`config.mk`:
```
export PLATFORM = sky130hd
export DESIGN_NAME = sa_out_arbiter_flat
export DESIGN_NICKNAME = d
export VERILOG_FILES = /design/src/rtl/sa_out_arbiter_if.sv /design/src/rtl/sa_out_arbiter.sv /design/src/flat_wrapper.sv
export SDC_FILE = /design/constraint.sdc
export NUM_CORES = 1
export LEC_CHECK = 0
export ABC_AREA = 1
export BUFFER_PORTS_ARGS = -buffer_cell sky130_fd_sc_hd__buf_4
export CAP_MARGIN = 20
export CORE_AREA = 2 2 66 68
export DETAILED_ROUTE_END_ITERATION = 10
export DIE_AREA = 0 0 68 70
export GPL_ROUTABILITY_DRIVEN = 0
export HOLD_SLACK_MARGIN = 0.02
export PLACE_DENSITY = 0.77
export SLEW_MARGIN = 10
export SYNTH_ARGS = -nofsm -noshare
export SYNTH_HDL_FRONTEND = slang
export SYNTH_SLANG_ARGS = --single-unit
```
`constraint.sdc`:
```
create_clock -name clk -period 4.4 [get_ports clk]
set_clock_uncertainty 0.1 [all_clocks]
set_input_delay 0.88 -clock clk [delete_from_list [all_inputs] [get_ports clk]]
set_output_delay 0.88 -clock clk [all_outputs]
set_load 0.005 [all_outputs]
```
`src/rtl/sa_out_arbiter_if.sv`:
```
// Switch-allocator bundle for one router output: request/FIFO status from the
// input ports, read strobes, ownership and credit status back to them.
interface sa_out_arbiter_if #(
  parameter int unsigned NP = 5,
  parameter int unsigned SW = 3,
  parameter int unsigned CW = 3
) ();

  logic [NP-1:0]   req;
  logic [NP-1:0]   fifo_empty;
  logic [2*NP-1:0] head_type;
  logic            credit_in;
  logic [NP-1:0]   read;
  logic [NP-1:0]   gnt;
  logic [SW-1:0]   sel;
  logic            valid_out;
  logic            busy;
  logic [CW-1:0]   credit_cnt;
  logic            err_credit;

  modport master (
    input  req, fifo_empty, head_type, credit_in,
    output read, gnt, sel, valid_out, busy, credit_cnt, err_credit
  );

  modport slave (
    output req, fifo_empty, head_type, credit_in,
    input  read, gnt, sel, valid_out, busy, credit_cnt, err_credit
  );

endinterface

```
`src/rtl/sa_out_arbiter.sv`:
```
// Per-output switch allocator: round-robin grant, wormhole lock from head to
// tail, credit-gated FIFO reads and crossbar select.
module sa_out_arbiter #(
  parameter int unsigned NP      = 5,
  parameter int unsigned FW      = 40,
  parameter int unsigned CREDITS = 4,
  parameter int unsigned SW      = 3,
  parameter int unsigned CW      = 3
) (
  input  logic              clk,
  input  logic              rst,
  sa_out_arbiter_if.master  bus
);

  if (FW < 2) begin : g_fw_chk
    $error("flit must be wide enough to carry the 2-bit type field");
  end
  if ((1 << SW) < NP) begin : g_sw_chk
    $error("sel too narrow for NP ports");
  end
  if ((1 << CW) <= CREDITS) begin : g_cw_chk
    $error("credit counter too narrow for CREDITS");
  end

  typedef enum logic {
    IDLE,
    LOCKED
  } state_t;

  state_t          r_state;
  state_t          w_next_state;

  logic [SW-1:0]   r_sel;
  logic [SW-1:0]   r_ptr;
  logic [NP-1:0]   r_gnt;
  logic            r_busy;
  logic            r_valid;
  logic [CW-1:0]   r_cnt;
  logic            r_err;

  logic [SW-1:0]   w_winner;
  logic [SW-1:0]   w_ptr_next;
  logic [NP-1:0]   w_read;
  logic [1:0]      w_types [NP];
  logic [1:0]      w_owner_type;
  logic            w_grant;
  logic            w_rd;
  logic            w_tail;
  logic            w_cnt_full;

  // First requester at or after ptr, wrapping NP-1 -> 0.
  function automatic logic [SW-1:0] rr_pick(input logic [NP-1:0] req,
                                            input logic [SW-1:0] ptr);
    logic          found;
    logic [SW-1:0] idx;
    rr_pick = '0;
    found   = 1'b0;
    for (int unsigned k = 0; k < NP; k++) begin
      idx = SW'((32'(ptr) + k) % NP);
      if (!found && req[idx]) begin
        rr_pick = idx;
        found   = 1'b1;
      end
    end
  endfunction

  for (genvar g = 0; g < NP; g++) begin : g_types
    assign w_types[g] = bus.head_type[2*g +: 2];
  end

  assign w_winner     = rr_pick(bus.req, r_ptr);
  assign w_owner_type = w_types[r_sel];
  assign w_grant      = (r_state == IDLE) && (|bus.req);
  assign w_rd         = |w_read;
  assign w_tail       = w_rd && (w_owner_type == 2'b01);
  assign w_cnt_full   = (r_cnt == CW'(CREDITS));
  assign w_ptr_next   = (r_sel == SW'(NP - 1)) ? '0 : r_sel + 1'b1;

  always_ff @(posedge clk or posedge rst) begin
    if (rst) begin
      r_state <= IDLE;
    end else begin
      r_state <= w_next_state;
    end
  end

  always_comb begin
    w_next_state = r_state;
    case (r_state)
      IDLE:    if (|bus.req) w_next_state = LOCKED;
      LOCKED:  if (w_tail)   w_next_state = IDLE;
      default: w_next_state = IDLE;
    endcase
  end

  // Only the owner may read, and never with the downstream buffer full.
  always_comb begin
    w_read = '0;
    if (r_state == LOCKED && !bus.fifo_empty[r_sel] && r_cnt != '0) begin
      w_read[r_sel] = 1'b1;
    end
  end

  always_ff @(posedge clk or posedge rst) begin
    if (rst) begin
      r_sel  <= '0;
      r_gnt  <= '0;
      r_busy <= 1'b0;
      r_ptr  <= '0;
    end else if (w_grant) begin
      r_sel  <= w_winner;
      r_gnt  <= NP'(1) << w_winner;
      r_busy <= 1'b1;
    end else if (w_tail) begin
      r_sel  <= '0;
      r_gnt  <= '0;
      r_busy <= 1'b0;
      r_ptr  <= w_ptr_next;
    end
  end

  always_ff @(posedge clk or posedge rst) begin
    if (rst) begin
      r_cnt   <= CW'(CREDITS);
      r_err   <= 1'b0;
      r_valid <= 1'b0;
    end else begin
      r_valid <= w_rd;
      case ({w_rd, bus.credit_in})
        2'b10:   r_cnt <= r_cnt - 1'b1;
        2'b01: begin
          if (w_cnt_full) r_err <= 1'b1;
          else            r_cnt <= r_cnt + 1'b1;
        end
        default: ;
      endcase
    end
  end

  assign bus.read       = w_read;
  assign bus.gnt        = r_gnt;
  assign bus.sel        = r_sel;
  assign bus.valid_out  = r_valid;
  assign bus.busy       = r_busy;
  assign bus.credit_cnt = r_cnt;
  assign bus.err_credit = r_err;

endmodule
```
`src/flat_wrapper.sv`:
```
// flat-port wrapper written by rule: the top's interface ports become plain ports
module sa_out_arbiter_flat 
#(
  parameter int unsigned NP      = 5,
  parameter int unsigned FW      = 40,
  parameter int unsigned CREDITS = 4,
  parameter int unsigned SW      = 3,
  parameter int unsigned CW      = 3
)
  (clk, rst, bus_req, bus_fifo_empty, bus_head_type, bus_credit_in, bus_read, bus_gnt, bus_sel, bus_valid_out, bus_busy, bus_credit_cnt, bus_err_credit);
  sa_out_arbiter_if #(.NP(NP), .SW(SW), .CW(CW)) bus_i ();
  input  logic clk;
  input  logic rst;
  input wire logic [$bits(bus_i.req)-1:0] bus_req;
  input wire logic [$bits(bus_i.fifo_empty)-1:0] bus_fifo_empty;
  input wire logic [$bits(bus_i.head_type)-1:0] bus_head_type;
  input wire logic [$bits(bus_i.credit_in)-1:0] bus_credit_in;
  output wire logic [$bits(bus_i.read)-1:0] bus_read;
  output wire logic [$bits(bus_i.gnt)-1:0] bus_gnt;
  output wire logic [$bits(bus_i.sel)-1:0] bus_sel;
  output wire logic [$bits(bus_i.valid_out)-1:0] bus_valid_out;
  output wire logic [$bits(bus_i.busy)-1:0] bus_busy;
  output wire logic [$bits(bus_i.credit_cnt)-1:0] bus_credit_cnt;
  output wire logic [$bits(bus_i.err_credit)-1:0] bus_err_credit;
  assign bus_i.req = bus_req;
  assign bus_i.fifo_empty = bus_fifo_empty;
  assign bus_i.head_type = bus_head_type;
  assign bus_i.credit_in = bus_credit_in;
  assign bus_read = bus_i.read;
  assign bus_gnt = bus_i.gnt;
  assign bus_sel = bus_i.sel;
  assign bus_valid_out = bus_i.valid_out;
  assign bus_busy = bus_i.busy;
  assign bus_credit_cnt = bus_i.credit_cnt;
  assign bus_err_credit = bus_i.err_credit;
  sa_out_arbiter #(.NP(NP), .FW(FW), .CREDITS(CREDITS), .SW(SW), .CW(CW)) u_core (.clk(clk), .rst(rst), .bus(bus_i));
endmodule
```
==> impl_metrics.sql, run 1 <==
INSERT INTO impl_metrics (metric_group, metric, value, unit) VALUES
('logic_synthesis', 'post-synth-top-area-cell', 'dfrtp_1', ''),
('logic_synthesis', 'async_reset_ff_share', '100', '%'),
('sta', 'timing.final.crit_period', '3670', 'ps'),
('critical_path', 'worstSetupPathType', 'flop to flop', ''),
('pwr', 'ir_drop_worst_vdd', '0.297', 'mV'),
('route', 'routedWlPerCell', '12.4', 'µm'),
('pwr', 'power_per_cell_area', '180', 'mW/mm²'),
('critical_path', 'setup.worst_path.end_class', 'flop', ''),
('route', 'number_of_nets_still_failing_antenna_checks_after_routing', '0', ''),
('hold_path', 'hold_path_end', 'u_core.bus.err_credit', ''),
('grt', 'grt_start_max_net_pins', '19', ''),
('logic_synthesis', 'synthFlopType', 'dfrtp_1', ''),
('logic_synthesis', 'count_of_flip_flops_with_a_built_in_enable_after_synthesis', '0', ''),
('status', 'run_status', 'finished, final reports clean', ''),
('clocking', 'cts_tree', 'done', ''),
('clocking', 'clockRootBuffer', 'clkbuf_8', ''),
('die', 'number_of_primary_i_o_pins', '42', ''),
('hold_path', 'timing.hold.worst.start', 'u_core.bus.err_credit', ''),
('pwr', 'clockPowerShare', '28.6', '%'),
('placement', 'dp_hpwl', '4380', 'µm'),
('critical_path', 'critPathMaxFanout', '12', ''),
('final_layout', 'layout-drive-gt1-share', '24.9', '%'),
('critical_path', 'worst-endpoint-required', '4440', 'ps'),
('critical_path', 'r2r-end', 'u_core.bus.sel[1]', ''),
('pwr', 'sequential_fraction_of_design_power', '45.6', '%'),
('route', 'drt-total-wl', '5320', 'µm'),
('pwr', 'combPwrFrac', '25.8', '%'),
('logic_synthesis', 'synthesis.area', '0.00222', 'mm²'),
('grt', 'grt_first_pass_wirelength', '9070', 'µm'),
('die', 'initial_core_util', '53.6', '%'),
('die', 'die-area', '0.00476', 'mm²'),
('logic_synthesis', 'post_synth_cell_types', '42', ''),
('sta', 'timing.final.max_slew_violations', '0', ''),
('clocking', 'h-tree-depth', '1', ''),
('route', 'detail_route.first_pass.iterations', '4', ''),
('final_layout', 'layout.cells.most_common_list', 'nand2_1 (80), inv_1 (46), buf_4 (41)', ''),
('route', 'post_drt_via_cell_ratio', '5.39', ''),
('logic_synthesis', 'synth_area_per_cell', '6.67', 'µm²'),
('sta', 'fmax', '0.272', 'GHz'),
('clocking', 'cts_buffer_depth', '2', ''),
('critical_path', 'path_cells', 'inv_2 -> ha_1 -> inv_1 -> ha_1 -> inv_1 -> ha_1 -> inv_1 -> ha_1 -> inv_1 -> nand4_1 -> nand2_1 -> nand2_1 -> xor2_2 -> o21ai_0 -> nand3_1 -> nand2_1 -> inv_1 -> nand3_1 -> nand3_2 -> nand2_1 -> o21ai_0', ''),
('logic_synthesis', 'synth_cells', '333', ''),
('critical_path', 'number_of_cells_on_the_worst_reg_to_reg_path', '21', ''),
('clocking', 'clock_insertion_delay_worst_skew', '260', 'ps'),
('critical_path', 'worst_r2r_startpoint', 'u_core.r_ptr[0]', ''),
('final_layout', 'final_common_cell', 'nand2_1', ''),
('sta', 'timing.max_slew.rel_slack', '55.5', '%'),
('final_layout', 'syn_to_final_growth', '18.9', '%'),
('pwr', 'p_leak', '0.00147', 'µW'),
('clocking', 'number_of_hold_buffers_added_after_cts', '0', ''),
('critical_path', 'critPathLaunchType', 'flop', ''),
('logic_synthesis', 'yosys.area.top_type_share', '19.2', '%'),
('pwr', 'internal_power', '332', 'µW'),
('critical_path', 'timing.critical_path.buf_inv', '6', ''),
('logic_synthesis', 'synth-seq-area-share', '20.3', '%'),
('pwr', 'p_sw_share', '30.1', '%'),
('clocking', 'cts_resized', '0', ''),
('clocking', 'clock_sink_count', '18', ''),
('run', 'cap_violations', '0', ''),
('critical_path', 'cpMostUsedCell', 'inv_1', ''),
('logic_synthesis', 'postSynthRegisterBits', '18', ''),
('sta', 'setup_slack', '727', 'ps'),
('critical_path', 'ff2ff_setup_slack', '730', 'ps'),
('route', 'drt_iter0_markers', '95', ''),
('clocking', 'postCtsSetupBuffers', '0', ''),
('final_layout', 'finalNetCount', '419', ''),
('placement', 'portBuffers', '41', ''),
('die', 'die_y', '70', 'µm'),
('sta', 'worst_slew_pin_slew', '666', 'ps'),
('grt', 'overall_overflow_remaining_after_global_route', '0', ''),
('hold_path', 'hold-path-cell-count', '1', '');
layout make-up:
class	instances	area (µm²)
Fill cell	388	1500
Inverter	55	206
Clock buffer	4	55.1
Sequential cell	18	452
Multi-Input combinational cell	259	1560
Timing Repair Buffer	41	308
Tap cell	52	65.1
worst reg2reg max path, cell delays in order (launching register included):
cell     delay, ps
dfrtp_1        610
inv_2          220
ha_1           280
inv_1           80
ha_1           240
inv_1          150
ha_1           180
inv_1           40
ha_1           260
inv_1           50
nand4_1        130
nand2_1        110
nand2_1        110
xor2_2         180
o21ai_0        180
nand3_1        110
nand2_1         70
inv_1           50
nand3_1         90
nand3_2        110
nand2_1        110
o21ai_0        100
layer usage:
| metal | GRT usage (%) | wire length, µm | vias up |
|---|---|---|---|
| li1 | - | - | 1184 |
| met1 | 29.9 | 2330 | 1044 |
| met2 | 43.0 | 2630 | 73 |
| met3 | 0.966 | 246 | 11 |
| met4 | 7.56 | 114 | 0 |
| met5 | 0 | 0 | - |
power groups by stage:
stage               registers (µW)  logic [µW]  clock network (µW)
global route                   219         139                 145
detailed placement             219         123                   0
CTS                            216         124                 136
floorplan                      213        66.9                   0
finish                         216         123                 136
global placement               216         121                   0
cells by family after synthesis:
logic type	Yosys count	share of synthesized area, %
AOI/OAI and AO/OA	51	14.6
xor gates and xnor gates	8	3.83
DFF	18	20.3
muxes	1	0.507
and+or+nand+nor	181	40.6
buffers and inverters	56	9.63
adders and majority gates	18	10.5
flip-flops by register name, summed over array words and instances (netlist names):
name                   cells
u_core.bus.busy            1
u_core.bus.gnt             5
u_core.bus.err_credit      1
u_core.bus.valid_out       1
u_core.bus.credit_cnt      3
u_core.r_state             1
u_core.bus.sel             3
u_core.r_ptr               3
synthesized netlist by cell type, types with 2 or more instances:
| master | n |
|---|---|
| nand2_1 | 80 |
| inv_1 | 46 |
| nand3_1 | 38 |
| o21ai_0 | 20 |
| nor2_1 | 18 |
| dfrtp_1 | 17 |
| ha_1 | 17 |
| nand2_2 | 13 |
| a21oi_1 | 9 |
| inv_2 | 9 |
| nand4_1 | 8 |
| nand3_2 | 7 |
| nor3_1 | 6 |
| o21ai_1 | 5 |
| xor2_1 | 5 |
| a21oi_2 | 4 |
| nand2_4 | 3 |
| nor2_2 | 2 |
| o211ai_1 | 2 |
| xor2_2 | 2 |
how the worst max path moves through the flow:
stage / startpoint / to / slack, ps / depth (start not counted)
finish: u_core.r_ptr[0] / u_core.bus.sel[1] / 730 / 21
global route: u_core.r_ptr[0] / u_core.bus.gnt[1] / 320 / 23
CTS: u_core.r_ptr[0] / u_core.bus.sel[1] / 770 / 24
detailed placement: u_core.r_ptr[0] / u_core.bus.sel[0] / 790 / 21
global placement: u_core.r_ptr[0] / u_core.bus.sel[2] / 890 / 21
floorplan: u_core.r_ptr[0] / u_core.bus.sel[0] / 1220 / 22
stage by stage:
step | total power [µW] | util, % | instance area (µm²) | hold slack, ps
after floorplan | 280 | - | 2220 | 365
after global placement | 337 | 62.4 | 2590 | 369
after detailed placement | 342 | 62.4 | 2590 | 363
after CTS | 475 | 63.7 | 2640 | 386
after global routing | 503 | 63.7 | 2640 | 417
final | 475 | 63.7 | 2640 | 382
(Power assumes the default switching activity.)
==> run 2, diff against run 1 <==
CORE_AREA = 2 2 69 71   (was 2 2 66 68)
DIE_AREA = 0 0 71 73   (was 0 0 68 70)
PLACE_DENSITY = 0.74   (was 0.77)
clock period = 3.2 ns   (was 4.4 ns; I/O delays follow)
==> run 2 against run 1 <==
Compared with the run above: first-iteration DRC count increased by 53%; sequential power increased by 36%; global-route usage decreased by 1.6 points; utilization increased by 0.76 points; non-clock buffer count increased by 14; final area increased by 11%; wire length increased by 11%; largest cell class unchanged; flip-flop and latch count unchanged; total power increased by 38%.
==> impl_metrics.sql, run 2 (synthesis results as in run 1) <==
INSERT INTO impl_metrics (metric_group, metric, value, unit) VALUES
('final_layout', 'largest_register_ff_count', '5', ''),
('sta', 'fin_crit_sh', '95.7', '%'),
('critical_path', 'worstSetupPathType', 'flop to flop', ''),
('route', 'dr_wl_met3', '303', 'µm'),
('critical_path', 'worst_ep_arrival_time', '3100', 'ps'),
('placement', 'portBuffers', '41', ''),
('grt', 'grt_first_pass_wirelength', '9500', 'µm'),
('die', 'die_y', '73', 'µm'),
('route', 'drt-total-wl', '5910', 'µm'),
('route', 'drt_iter0_markers', '145', ''),
('critical_path', 'timing.critical_path.buf_inv', '4', ''),
('critical_path', 'critPathLaunchType', 'flop', ''),
('clocking', 'cts_buffer_depth', '2', ''),
('sta', 'timing.final.max_slew_violations', '0', ''),
('sta', 'setup_slack', '136', 'ps'),
('route', 'm1WireLength', '2590', 'µm'),
('die', 'initial_core_util', '49.0', '%'),
('critical_path', 'setup.worst_path.end_class', 'flop', ''),
('final_layout', 'layout-drive-gt1-share', '37.3', '%'),
('sta', 'fmax', '0.326', 'GHz'),
('pwr', 'ir_drop_worst_vdd', '0.312', 'mV'),
('die', 'placeableCoreArea', '0.00454', 'mm²'),
('pwr', 'clockPowerShare', '28.7', '%'),
('sta', 'number_of_endpoints_failing_setup_at_the_final_stage', '0', ''),
('clocking', 'cts_tree', 'done', ''),
('critical_path', 'ff2ff_setup_slack', '140', 'ps'),
('status', 'run_status', 'finished, final reports clean', ''),
('run', 'cap_violations', '0', ''),
('grt', 'vias_in_the_first_global_route', '2202', ''),
('route', 'dr.max_layer_used', 'met4', ''),
('route', 'detail_route.first_pass.iterations', '4', ''),
('final_layout', 'layout.cells.most_common_list', 'nand2_1 (69), buf_4 (54), inv_1 (40)', ''),
('pwr', 'power.switching', '198', 'µW'),
('route', 'routedWlPerCell', '13.3', 'µm'),
('grt', 'global_route.usage.total', '22.4', '%'),
('pwr', 'power_per_cell_area', '224', 'mW/mm²'),
('clocking', 'h-tree-depth', '1', ''),
('pwr', 'sequential_fraction_of_design_power', '44.9', '%'),
('route', 'number_of_nets_still_failing_antenna_checks_after_routing', '0', ''),
('pwr', 'internal_power', '457', 'µW'),
('final_layout', 'finalNetCount', '433', ''),
('placement', 'dp_worst_setup_slack', '67.7', 'ps'),
('critical_path', 'path_cells', 'inv_2 -> ha_4 -> inv_2 -> ha_4 -> inv_2 -> ha_2 -> nor2_2 -> nand2_2 -> nand2_1 -> nand2_2 -> and2_4 -> xor2_2 -> nand2_2 -> nand2_2 -> nand2_1 -> nand2_1 -> nand2_1 -> nand3_2 -> nand2_2 -> inv_2 -> nand3_1 -> nand3_2 -> nand2_1 -> o21ai_0', ''),
('die', 'core.rowCount', '25', ''),
('critical_path', 'critPathMaxFanout', '5', ''),
('clocking', 'clockRootBuffer', 'clkbuf_8', ''),
('route', 'remaining_drc_errors', '0', ''),
('die', 'die-area', '0.00518', 'mm²'),
('placement', 'dp_hpwl', '4460', 'µm'),
('sta', 'finalHoldViolations', '0', ''),
('pwr', 'combPwrFrac', '26.4', '%'),
('final_layout', 'antennaDiodeCount', '0', ''),
('grt', 'overall_overflow_remaining_after_global_route', '0', ''),
('critical_path', 'cpLargestDelayFamily', 'simple AND/OR/NAND/NOR gates', ''),
('pwr', 'p_sw_share', '30.3', '%'),
('sta', 'timing.final.crit_period', '3060', 'ps'),
('pwr', 'p_leak', '0.00155', 'µW'),
('sta', 'worst_slew_pin_slew', '674', 'ps'),
('final_layout', 'final_common_cell', 'nand2_1', ''),
('hold_path', 'hp-class', 'input pin to async pin', ''),
('clocking', 'clock_sink_count', '18', ''),
('sta', 'finalHoldWorstSlack', '384', 'ps'),
('route', 'post_drt_via_cell_ratio', '5.37', ''),
('critical_path', 'worst-endpoint-required', '3230', 'ps'),
('route', 'dr_total_vias', '2389', ''),
('die', 'fp.dieW', '71', 'µm'),
('route', 'dr_wl_met2', '2900', 'µm'),
('grt', 'grt_start_max_net_pins', '19', ''),
('die', 'number_of_primary_i_o_pins', '42', ''),
('final_layout', 'syn_to_final_growth', '31.7', '%'),
('clocking', 'clock_insertion_delay_worst_skew', '250', 'ps'),
('clocking', 'path_clk_slew', '70', 'ps'),
('clocking', 'tritoncts_buffer_count', '3', ''),
('sta', 'timing.max_slew.rel_slack', '55.0', '%'),
('grt', 'initial_antenna_violation_count', '0', ''),
('critical_path', 'largest_stage_delay_on_the_critical_path', '410', 'ps'),
('critical_path', 'crit_path_top_delay_cell', 'dfrtp_1', '');
[run 2: cell count changes in the layout (fill, tap and decap cells not counted), sizes merged]
| cell | before | now |
|---|---|---|
| buf | 41 | 55 |
[run 2: area by class of cell]
type | count | area, µm²
clock buffer | 4 | 55.1
fill | 423 | 1610
inverter | 55 | 206
multi-input combinational | 259 | 1730
sequential | 18 | 453
tap | 54 | 67.6
timing repair buffer | 55 | 417
[run 2: worst reg2reg max path: stages, from the launching register on]
cell     delay (ps)
dfrtp_1         410
inv_2           100
ha_4            140
inv_2            50
ha_4            270
inv_2            60
ha_2            180
nor2_2          140
nand2_2         100
nand2_1          90
nand2_2          60
and2_4          160
xor2_2          150
nand2_2         100
nand2_2          70
nand2_1          60
nand2_1          50
nand2_1          70
nand3_2          80
nand2_2          70
inv_2            40
nand3_1          80
nand3_2         120
nand2_1          90
o21ai_0          80
[run 2: routing by layer]
metal	vias up	GRT usage [%]
met5	-	0
met4	0	9.01
met3	13	2.62
met2	77	39.3
met1	1092	28.0
li1	1207	-
[run 2: final timing paths]
path / from / cells after the start / end
worst max-delay path: u_core.r_ptr[0] / 24 / u_core.bus.sel[0]
worst min-delay path: rst / 2 / u_core.r_ptr[0]
worst max register to register: u_core.r_ptr[0] / 24 / u_core.bus.sel[0]
worst min register to register: u_core.bus.gnt[4] / 2 / u_core.bus.gnt[4]
max in group asynchronous: rst / 2 / u_core.r_ptr[2]
min in group clk: u_core.bus.gnt[4] / 2 / u_core.bus.gnt[4]
[run 2: per-stage QoR]
stage	area [µm²]	TNS [ps]	std cells	util, %	power [µW]
floorplan	2220	0	333	-	385
global placement	2640	0	434	58.2	464
detailed placement	2640	0	434	58.2	471
CTS	2700	0	438	59.4	659
global route	2930	-382	445	64.5	694
finish	2930	0	445	64.5	655
[run 2: timing repair]
item,4_1_cts,5_1_grt
endpoints found under the setup margin,0,8
resized for setup,0,49
hold buffers,0,0
setup buffers,0,7
[run 2: power groups by stage]
| stage | registers [µW] | logic [µW] | clock network (µW) |
|---|---|---|---|
| 6_report | 294 | 173 | 188 |
| 5_1_grt | 300 | 192 | 202 |
| 4_1_cts | 296 | 172 | 191 |
| 3_5_place_dp | 299 | 172 | 0 |
| 3_3_place_gp | 298 | 165 | 0 |
| 2_1_floorplan | 293 | 92.0 | 0 |
